<file path="config.mk">
export PLATFORM = sky130hd
export DESIGN_NAME = uart_link_tester_flat
export DESIGN_NICKNAME = d
export VERILOG_FILES = /design/src/rtl/uart_link_tester_pkg.sv /design/src/rtl/uart_link_tester_if.sv /design/src/rtl/uart_link_tester_pattern_gen.sv /design/src/rtl/uart_link_tester.sv /design/src/flat_wrapper.sv
export SDC_FILE = /design/constraint.sdc
export NUM_CORES = 1
export LEC_CHECK = 0
export BUFFER_PORTS_ARGS = -buffer_cell sky130_fd_sc_hd__buf_2
export CAP_MARGIN = 20
export CORE_MARGIN = 4
export CORE_UTILIZATION = 62
export CTS_CLUSTER_DIAMETER = 150
export DETAILED_ROUTE_END_ITERATION = 7
export PLACE_DENSITY = 0.95
export SETUP_SLACK_MARGIN = 0.4
export SYNTH_ARGS = -nofsm -noshare
export SYNTH_HDL_FRONTEND = slang
export SYNTH_SLANG_ARGS = --single-unit
</file>
<file path="constraint.sdc">
create_clock -name clk -period 5.7 [get_ports clk]
set_clock_uncertainty 0.1 [all_clocks]
set_input_delay 0.285 -clock clk [delete_from_list [all_inputs] [get_ports clk]]
set_output_delay 0.285 -clock clk [all_outputs]
set_load 0.05 [all_outputs]
</file>
<file path="src/rtl/uart_link_tester_pkg.sv">
// Shared definitions for the UART link self-test master: pattern mode codes,
// FSM state encodings and the LFSR feedback taps.
package uart_link_tester_pkg;

    localparam logic [1:0] MODE_INC   = 2'd0;
    localparam logic [1:0] MODE_FIXED = 2'd1;
    localparam logic [1:0] MODE_LFSR  = 2'd2;
    localparam logic [1:0] MODE_RSVD  = 2'd3;  // behaves as MODE_INC

    // Fibonacci x^8+x^6+x^5+x^4+1, shift left: feedback = q[7]^q[5]^q[4]^q[3]
    localparam logic [7:0] LFSR_TAPS = 8'hB8;

    typedef enum logic [2:0] {
        ST_IDLE  = 3'd0,
        ST_DELAY = 3'd1,
        ST_LOAD  = 3'd2,
        ST_START = 3'd3,
        ST_ECHO  = 3'd4,
        ST_CHECK = 3'd5,
        ST_TMO   = 3'd6,
        ST_FAULT = 3'd7
    } state_t;

    // The tester reports busy everywhere except the two resting states.
    function automatic logic state_is_busy(input state_t s);
        return !((s == ST_IDLE) || (s == ST_FAULT));
    endfunction

endpackage

</file>
<file path="src/rtl/uart_link_tester_if.sv">
// Connection between the link tester (master) and the uart_tx/uart_rx pair (slave).
//
// Handshake: start_tx is a request held high until the transmitter answers with
// tx_busy=1; data_to_tx is stable for the whole time start_tx is high and until
// the byte is resolved. rx_done is a one-cycle valid strobe with no ready: the
// tester must accept data_received/parity_error in the cycle rx_done is high.
interface uart_link_tester_if #(
    parameter int DATA_W = 8
);
    logic              start_tx;
    logic [DATA_W-1:0] data_to_tx;
    logic              tx_busy;
    logic              rx_done;
    logic [DATA_W-1:0] data_received;
    logic              parity_error;

    modport master (
        output start_tx, data_to_tx,
        input  tx_busy, rx_done, data_received, parity_error
    );

    modport slave (
        input  start_tx, data_to_tx,
        output tx_busy, rx_done, data_received, parity_error
    );
endinterface

</file>
<file path="src/rtl/uart_link_tester_pattern_gen.sv">
// Test byte source: increment counter, fixed byte or 8-bit LFSR. The byte is
// presented combinationally from the selected source; advance_i steps only the
// register belonging to the currently selected mode.
module uart_link_tester_pattern_gen
    import uart_link_tester_pkg::*;
#(
    parameter int DATA_W = 8
) (
    input  logic              clk,
    input  logic              reset,
    input  logic [1:0]        mode_i,
    input  logic [DATA_W-1:0] fixed_pattern_i,
    input  logic              advance_i,
    output logic [DATA_W-1:0] pattern_o
);

    localparam logic [DATA_W-1:0] TAPS = DATA_W'(LFSR_TAPS);

    logic [DATA_W-1:0] inc_q, inc_d;
    logic [DATA_W-1:0] lfsr_q, lfsr_d;

    // Next-state of the pattern registers on an advance strobe.
    always_comb begin
        inc_d  = inc_q;
        lfsr_d = lfsr_q;
        if (advance_i) begin
            case (mode_i)
                MODE_FIXED: ;
                MODE_LFSR:  lfsr_d = {lfsr_q[DATA_W-2:0], ^(lfsr_q & TAPS)};
                default:    inc_d  = inc_q + DATA_W'(1);
            endcase
        end
    end

    // Pattern registers; the LFSR seeds at 1 so it never reaches the all-zero lock-up.
    always_ff @(posedge clk or posedge reset) begin
        if (reset) begin
            inc_q  <= '0;
            lfsr_q <= DATA_W'(1);
        end else begin
            inc_q  <= inc_d;
            lfsr_q <= lfsr_d;
        end
    end

    // Byte selection follows the live mode, so a mode change is picked up at the next LOAD.
    always_comb begin
        case (mode_i)
            MODE_FIXED: pattern_o = fixed_pattern_i;
            MODE_LFSR:  pattern_o = lfsr_q;
            default:    pattern_o = inc_q;
        endcase
    end

endmodule

</file>
<file path="src/rtl/uart_link_tester.sv">
// UART link self-test master: sends FRAME_LEN-byte frames, checks each echoed
// byte, retries on timeout and keeps saturating frame/error/timeout counters.
module uart_link_tester
    import uart_link_tester_pkg::*;
#(
    parameter int DATA_W         = 8,
    parameter int FRAME_LEN      = 4,         // >= 1
    parameter int START_DELAY    = 48000000,  // >= 1
    parameter int TIMEOUT_CYCLES = 480,
    parameter int MAX_RETRIES    = 3,
    parameter int CNT_W          = 16
) (
    input  logic                clk,
    input  logic                reset,
    input  logic                enable,
    input  logic [1:0]          mode,
    input  logic [DATA_W-1:0]   fixed_pattern,
    uart_link_tester_if.master  uart,
    output logic                busy,
    output logic                link_ok,
    output logic                fault,
    output logic [CNT_W-1:0]    frame_count,
    output logic [CNT_W-1:0]    error_count,
    output logic [CNT_W-1:0]    timeout_count,
    output logic [2:0]          dbg_state
);

    localparam int DLY_W = (START_DELAY > 1) ? $clog2(START_DELAY) : 1;
    localparam int TMO_W = $clog2(TIMEOUT_CYCLES + 1);
    localparam int RTY_W = (MAX_RETRIES > 0) ? $clog2(MAX_RETRIES + 1) : 1;
    localparam int IDX_W = (FRAME_LEN > 1) ? $clog2(FRAME_LEN) : 1;

    localparam logic [DLY_W-1:0] DLY_LAST = DLY_W'(START_DELAY - 1);
    localparam logic [TMO_W-1:0] TMO_MAX  = TMO_W'(TIMEOUT_CYCLES);
    localparam logic [RTY_W-1:0] RTY_MAX  = RTY_W'(MAX_RETRIES);
    localparam logic [IDX_W-1:0] IDX_LAST = IDX_W'(FRAME_LEN - 1);

    state_t            state_q;
    logic [DLY_W-1:0]  delay_q;
    logic [TMO_W-1:0]  tmo_q;
    logic [RTY_W-1:0]  retry_q;
    logic [IDX_W-1:0]  byte_idx_q;
    logic              frame_clean_q;
    logic              start_tx_q;
    logic [DATA_W-1:0] data_q;
    logic [DATA_W-1:0] rx_data_q;
    logic              rx_par_q;
    logic              link_ok_q;
    logic [CNT_W-1:0]  frame_q;
    logic [CNT_W-1:0]  error_q;
    logic [CNT_W-1:0]  timeout_q;

    logic [DATA_W-1:0] pattern;
    logic              byte_bad;

    uart_link_tester_pattern_gen #(
        .DATA_W (DATA_W)
    ) u_pattern (
        .clk             (clk),
        .reset           (reset),
        .mode_i          (mode),
        .fixed_pattern_i (fixed_pattern),
        .advance_i       (state_q == ST_CHECK),
        .pattern_o       (pattern)
    );

    assign byte_bad = (rx_data_q != data_q) || rx_par_q;

    // Main sequencer: delay, load, start handshake, echo wait, check, timeout/retry and counters.
    always_ff @(posedge clk or posedge reset) begin
        if (reset) begin
            state_q       <= ST_IDLE;
            delay_q       <= '0;
            tmo_q         <= '0;
            retry_q       <= '0;
            byte_idx_q    <= '0;
            frame_clean_q <= 1'b0;
            start_tx_q    <= 1'b0;
            data_q        <= '0;
            rx_data_q     <= '0;
            rx_par_q      <= 1'b0;
            link_ok_q     <= 1'b0;
            frame_q       <= '0;
            error_q       <= '0;
            timeout_q     <= '0;
        end else begin
            case (state_q)
                ST_IDLE: begin
                    byte_idx_q <= '0;
                    retry_q    <= '0;
                    if (enable) begin
                        delay_q <= '0;
                        state_q <= ST_DELAY;
                    end
                end
                ST_DELAY: begin
                    if (!enable) begin
                        state_q <= ST_IDLE;
                    end else if (delay_q == DLY_LAST) begin
                        state_q <= ST_LOAD;
                    end else begin
                        delay_q <= delay_q + DLY_W'(1);
                    end
                end
                ST_LOAD: begin
                    data_q     <= pattern;
                    tmo_q      <= '0;
                    start_tx_q <= 1'b1;
                    state_q    <= ST_START;
                    if (byte_idx_q == '0) begin
                        frame_clean_q <= 1'b1;
                    end
                end
                ST_START: begin
                    if (uart.tx_busy) begin
                        start_tx_q <= 1'b0;
                        tmo_q      <= '0;
                        state_q    <= ST_ECHO;
                    end else if (tmo_q == TMO_MAX) begin
                        start_tx_q <= 1'b0;
                        state_q    <= ST_TMO;
                    end else begin
                        tmo_q <= tmo_q + TMO_W'(1);
                    end
                end
                ST_ECHO: begin
                    // An echo arriving on the timeout cycle still counts as an echo.
                    if (uart.rx_done) begin
                        rx_data_q <= uart.data_received;
                        rx_par_q  <= uart.parity_error;
                        state_q   <= ST_CHECK;
                    end else if (tmo_q == TMO_MAX) begin
                        state_q <= ST_TMO;
                    end else begin
                        tmo_q <= tmo_q + TMO_W'(1);
                    end
                end
                ST_CHECK: begin
                    retry_q <= '0;
                    if (byte_bad) begin
                        if (error_q != '1) error_q <= error_q + CNT_W'(1);
                        link_ok_q     <= 1'b0;
                        frame_clean_q <= 1'b0;
                    end
                    if (byte_idx_q == IDX_LAST) begin
                        if (frame_q != '1) frame_q <= frame_q + CNT_W'(1);
                        link_ok_q  <= frame_clean_q && !byte_bad;
                        byte_idx_q <= '0;
                    end else begin
                        byte_idx_q <= byte_idx_q + IDX_W'(1);
                    end
                    state_q <= enable ? ST_LOAD : ST_IDLE;
                end
                ST_TMO: begin
                    if (timeout_q != '1) timeout_q <= timeout_q + CNT_W'(1);
                    link_ok_q     <= 1'b0;
                    frame_clean_q <= 1'b0;
                    if (retry_q >= RTY_MAX) begin
                        state_q <= ST_FAULT;
                    end else if (!enable) begin
                        state_q <= ST_IDLE;
                    end else begin
                        // data_q is untouched, so the same byte goes out again.
                        retry_q    <= retry_q + RTY_W'(1);
                        tmo_q      <= '0;
                        start_tx_q <= 1'b1;
                        state_q    <= ST_START;
                    end
                end
                ST_FAULT: begin
                    if (!enable) begin
                        state_q <= ST_IDLE;
                    end
                end
                default: state_q <= ST_IDLE;
            endcase
        end
    end

    assign uart.start_tx   = start_tx_q;
    assign uart.data_to_tx = data_q;
    assign busy            = state_is_busy(state_q);
    assign fault           = (state_q == ST_FAULT);
    assign link_ok         = link_ok_q;
    assign frame_count     = frame_q;
    assign error_count     = error_q;
    assign timeout_count   = timeout_q;
    assign dbg_state       = state_q;

endmodule

</file>
<file path="src/flat_wrapper.sv">
// flat-port wrapper written by rule: the top's interface ports become plain ports
module uart_link_tester_flat import uart_link_tester_pkg::*;
#(
    parameter int DATA_W         = 8,
    parameter int FRAME_LEN      = 4,                
    parameter int START_DELAY    = 48000000,         
    parameter int TIMEOUT_CYCLES = 480,
    parameter int MAX_RETRIES    = 3,
    parameter int CNT_W          = 16
)
  (clk, reset, enable, mode, fixed_pattern, busy, link_ok, fault, frame_count, error_count, timeout_count, dbg_state, uart_start_tx, uart_data_to_tx, uart_tx_busy, uart_rx_done, uart_data_received, uart_parity_error);
  uart_link_tester_if #(.DATA_W(DATA_W)) uart_i ();
  input  logic clk;
  input  logic reset;
  input  logic enable;
  input  logic [1:0] mode;
  input  logic [DATA_W-1:0] fixed_pattern;
  output logic busy;
  output logic link_ok;
  output logic fault;
  output logic [CNT_W-1:0] frame_count;
  output logic [CNT_W-1:0] error_count;
  output logic [CNT_W-1:0] timeout_count;
  output logic [2:0] dbg_state;
  output wire logic [$bits(uart_i.start_tx)-1:0] uart_start_tx;
  output wire logic [$bits(uart_i.data_to_tx)-1:0] uart_data_to_tx;
  input wire logic [$bits(uart_i.tx_busy)-1:0] uart_tx_busy;
  input wire logic [$bits(uart_i.rx_done)-1:0] uart_rx_done;
  input wire logic [$bits(uart_i.data_received)-1:0] uart_data_received;
  input wire logic [$bits(uart_i.parity_error)-1:0] uart_parity_error;
  assign uart_start_tx = uart_i.start_tx;
  assign uart_data_to_tx = uart_i.data_to_tx;
  assign uart_i.tx_busy = uart_tx_busy;
  assign uart_i.rx_done = uart_rx_done;
  assign uart_i.data_received = uart_data_received;
  assign uart_i.parity_error = uart_parity_error;
  uart_link_tester #(.DATA_W(DATA_W), .FRAME_LEN(FRAME_LEN), .START_DELAY(START_DELAY), .TIMEOUT_CYCLES(TIMEOUT_CYCLES), .MAX_RETRIES(MAX_RETRIES), .CNT_W(CNT_W)) u_core (.clk(clk), .reset(reset), .enable(enable), .mode(mode), .fixed_pattern(fixed_pattern), .uart(uart_i), .busy(busy), .link_ok(link_ok), .fault(fault), .frame_count(frame_count), .error_count(error_count), .timeout_count(timeout_count), .dbg_state(dbg_state));
endmodule
</file>
# After elaboration in Yosys (flattened, before gate mapping)
# Index checks and enable logic that the tools add are counted.
# W data, S select, Z words.
# classes
multipliers,0
div_mod_pow,0
n_addsub,8
n_eq_ne,28
n_lt_le_gt_ge,1
bitwise,1
shifts,0
n_mux,37
reduce_logical,30
# ops
op,count
$mux W26,3
$pmux W26 S2,1
$add A16 B1 Y16 const B,3
$ne A16 B16 Y1 const B,3
$mux W9,5
$pmux W9 S4,1
$add A26 B1 Y26 const B,1
$eq A26 B26 Y1 const B,1
$mux W3,8
$pmux W3 S8,1
$pmux W8 S2,1
$reduce_and A3 Y1,5
$ne A2 B2 Y1 const B,7
$eq A3 B3 Y1 const B,4
$reduce_and A4 Y1,3
$mux W2,5
$reduce_and A2 Y1,5
$add A9 B1 Y9 const B,1
$eq A9 B9 Y1 const B,1
$add A8 B1 Y8 const B,1
$ne A8 B8 Y1,1
$pmux W2 S2,2
$reduce_bool A2 Y1,4
$reduce_xor A8 Y1,1
other kinds (21),37
# word_totals
ramBits,0
output_inout_bits,63
romBits,0
register_bits,126
inputBits,24
latch_bits,0
wordCells,121
memories,0

# Longest topological paths before layout
# logic_depth
depth_word,6
mapped_depth,8
mapped_depth_nobuf,7

# By module
# A second synthesis with hierarchy kept.
# unflattened
cells_unflattened,642
area_unflattened_um2,6521.3
# by_module_without_submodules
mod,n_inst,area_each_um2,cells_per_inst,seq_area_each_um2
uart_link_tester,1,5664.2,561,2752.6
uart_link_tester_pattern_gen,1,857.1,81,401.6

# Worst setup path before layout
# OpenSTA, ideal clock, no wires.
# synth_timing
path_type,reg-to-output
from,"register u_core.state_q[0], in the netlist u_core.dbg_state[0]"
to,output busy
required_ns,5.315
path_slack_ns,2.933
stages_incl_launch_ff,6
arrival_time_ns,2.382
path_buffers,2
path_cell_list,dfrtp_1 > buf_2 > buf_1 > nand2_1 > nor2_1 > a21oi_1
# synth_via
elab_chain_cells,3
elab_cells_between_ends,4
cone_classes,1 x eq/ne; 3 x reduce/logical
# synth_rtl
item,line_no,rtl
"start, declared",uart_link_tester.sv:38,state_t state_q;
"start signal, assigned",uart_link_tester.sv:152,state_q <= enable ? ST_LOAD : ST_IDLE;
$eq A3 B3 Y1,--,
named net fault,flat_wrapper.sv:20,output logic fault;
$logic_or A1 B1 Y1,uart_link_tester_pkg.sv:26,return !((s == ST_IDLE) || (s == ST_FAULT));
$logic_not A1 Y1,uart_link_tester_pkg.sv:26,
"end, declared",flat_wrapper.sv:18,output logic busy;
# The timed path passes the listed nets, and every way through them passes these cells.

# Worst setup path in the final report
# layout_timing
from,"register u_core.state_q[2], in the netlist u_core.dbg_state[2]"
to,"register u_core.timeout_q[9], in the netlist u_core.timeout_count[9]"
# layout_via
elab_chain_cells,2
# layout_rtl
item,line_no,rtl
$eq A3 B3 Y1,uart_link_tester.sv:87,case (state_q)
$reduce_and A2 Y1 (no line),--,
"end signal, assigned",uart_link_tester.sv:155,if (timeout_q != '1) timeout_q <= timeout_q + CNT_W'(1);
"end, declared",uart_link_tester.sv:51,logic [CNT_W-1:0] timeout_q;
# Every way passes these cells.
# A chain may end at the register's enable or synchronous reset.

==> out/metrics.cfg <==
[synthesis]
syn_avg_cell_area_um2=9.85
yosys.cell_types.count=56
syn_area_um2=6450
synth_fa_ha_area_share_pct=2.33
synth_xor_area_share_pct=11.1
yosys-mux-area-fraction_pct=4.25
synth-compound-area-share_pct=7.60
synth_warnings=0
ys_ff_latch=126
synthSimpleGateAreaFrac_pct=23.0
synth_cells=655
synth_ff_type=dfrtp_1
synth_nets=691
synthArstFlopShare_pct=100
synth_top_family_by_area=simple AND/OR/NAND/NOR gates
synth_seq_area_share_pct=48.9
synth_edf_count=0

[setup_path]
crit_required_ps=6050
path_max_fanout=20
endpoint_kind=flip-flop
critical_path_arrival_ps=3180
path_class=reg -> reg
cp-start-kind=flip-flop

[die]
die_area_um2=12100
die_x_um=110
start_util_pct=64.8
io_pins=87
placeableCoreArea_um2=9950
rows=36
die_y_um=110

[sta]
setup_viol=0
hold_viol_final=0
rsz0062_at_grt=false
fin_ws_ps=2870
fin_setup_tns_ps=0
fmax_mhz=353
relSlewSlack_pct=45.5
drv_slew=0
finalCritPeriodShare_pct=49.7
tightest_slew_ps=818
fin_crit_ps=2830

[route]
finalWirelength_um=16700
via_per_inst=6.27
dr.pass1.iters=5
ant_nets=0
drc_errors=0
via_count=5621
drt_iter0_markers=656
wl_per_cell_um=18.6

[power_and_ir_drop]
powerDensity_nw_per_um2=411
p_leak_nw=3.69
power.total_mw=3.16
ir_drop_v=0.000296

[cells_and_area]
area_delta_synth_final_pct=19.2
drive_gt1_share_pct=20.3
final_nets=787
fillers=580
antenna_cells=0

[global_route]
grt_max_degree=65
antenna_found_initial=1
overflow=0
grt_use_total_pct=29.8
grt_pass1_vias=5617
grt_pass1_wl_um=27800

[clocking]
cts_resized=0
clk_path_buf_depth=2
insertion_delay_ps=540
clk_pin_slew_ps=60
cts.htree.levels=4
cts_buffers=17
tritoncts=built
hold_buffers=10
cts_setup_buffers=0
root_buffer=clkbuf_8
cts.sinks=126

[place]
dp_hpwl_um=10500
io_buffers=86
gp_congestion=0.865
pre_cts_ws_ps=3010

[worst_hold_path]
hold_path_class=in -> reg

[outcome]
status=finished clean

[flow_run]
maxCapViolCount=0

cell usage after synthesis (5+ instances only):
| cell type | n | area share, % |
|---|---|---|
| nand2_1 | 68 | 4.0 |
| ha_1 | 12 | 2.3 |
| buf_2 | 6 | 0.47 |
| a21oi_1 | 16 | 1.2 |
| mux2i_1 | 6 | 0.93 |
| mux2_2 | 19 | 3.3 |
| inv_1 | 18 | 1.0 |
| nand2b_1 | 5 | 0.48 |
| xor2_1 | 38 | 5.2 |
| dfrtp_1 | 125 | 48 |
| nor4_1 | 9 | 0.87 |
| clkbuf_1 | 15 | 0.87 |
| o21ai_0 | 27 | 2.1 |
| nand3_1 | 35 | 2.7 |
| or2_2 | 5 | 0.48 |
| nor2_1 | 66 | 3.8 |
| xnor2_1 | 44 | 6.0 |
| and3_1 | 10 | 0.97 |
| a22oi_1 | 10 | 1.2 |
| nor3_1 | 26 | 2.0 |
| o211ai_1 | 6 | 0.70 |
| nand4_1 | 28 | 2.7 |
report_power, final:
part	internal [mW]	total, mW	switching [mW]
clock network	0.722	1.13	0.404
registers	1.01	1.19	0.177
logic	0.263	0.846	0.583
area by class of cell:
type / instances / area (µm²) / share of cell area (%)
well taps: 133 / 166 / 2.16
multi-input cells: 486 / 3120 / 40.5
repair buffers: 101 / 566 / 7.35
clock inverters: 9 / 133 / 1.72
inverters: 19 / 73.8 / 0.960
clock buffers: 22 / 483 / 6.28
flip-flops and latches: 126 / 3150 / 41.0
final timing paths:
kind	from	endpoint	slack, ps	cells past startpoint
min in group asynchronous	reset	u_core.error_count[7]	350	3
hold reg to reg	u_core.u_pattern.lfsr_q[0]	u_core.u_pattern.lfsr_q[0]	390	2
max in group asynchronous	reset	u_core.uart.start_tx	3820	4
setup / recovery	u_core.dbg_state[2]	u_core.timeout_count[9]	2870	5
hold / removal	fixed_pattern[4]	u_core.uart.data_to_tx[4]	80	5
setup reg to reg	u_core.dbg_state[2]	u_core.timeout_count[9]	2870	5
sequential cells by signal, summed over array words and instances (netlist names), 2 cells and up:
register                 cells
u_core.u_pattern.lfsr_q      8
u_core.error_count          16
u_core.frame_count          16
u_core.delay_q              26
u_core.rx_data_q             8
u_core.tmo_q                 9
u_core.byte_idx_q            2
u_core.u_pattern.inc_q       8
u_core.timeout_count        16
u_core.uart.data_to_tx       8
u_core.retry_q               2
u_core.dbg_state             3
layout by cell type, fill, tap and decap left out, types with 3 or more instances in the layout:
cell type      Yosys  routed
o21ai_0           27      27
nor3_1            26      26
bufinv_16          0       3
mux2i_1            6       6
nand3b_1           4       4
nor2_1            66      66
xnor2_1           44      44
clkbuf_8           0       6
or3_1              4       4
and3_1            10      10
nand2_1           68      68
o211ai_1           6       6
ha_1              12      12
o21a_1             3       3
dlygate4sd3_1      0      10
a31oi_1            3       3
nand4_1           28      28
o31ai_1            3       3
or4_1              4       4
buf_4              0       4
or2_2              5       5
a22oi_1           10      10
nand3_1           35      35
a21oi_1           16      16
nand2b_1           5       5
dfrtp_1          125     125
xor2_1            38      38
and4_1             4       4
mux2_2            19      19
nor4_1             9       9
nor3b_1            4       4
inv_1             18      17
buf_2              6      87
clkbuf_16          0      16
nor2b_1            4       4
per-layer routing:
metal  wire, µm  track usage (%)  share of wire [%]
met2       8320             48.8                 50
met4        704             14.6                4.2
met3       1430             8.56                8.6
met5         13                0              0.078
met1       6220             36.0                 37
through the flow:
stage          hold WS, ps  util [%]  instances  instance area (µm²)
2_1_floorplan          337         -        655                 6450
3_3_place_gp           359      70.0        853                 6960
3_5_place_dp           374      70.0        853                 6960
4_1_cts               70.1      77.1        894                 7680
5_1_grt                113      77.3        896                 7690
6_report              80.2      77.3        896                 7690
critical path: stages (launching register included):
cell and delay, ps:
dfrtp_1 720, inv_1 320, nor3_1 640, o21ai_1 450, nor3_1 320, xor2_1 180
kinds of logic after synthesis:
| family | count (synthesis) |
|---|---|
| and+or+nand+nor | 288 |
| DFF | 126 |
| xor gates and xnor gates | 82 |
| AOI/OAI and AO/OA | 79 |
| buffers and inverters | 43 |
| muxes | 25 |
| adders and majority gates | 12 |
No activity file was read; power rests on OpenSTA's default activity.
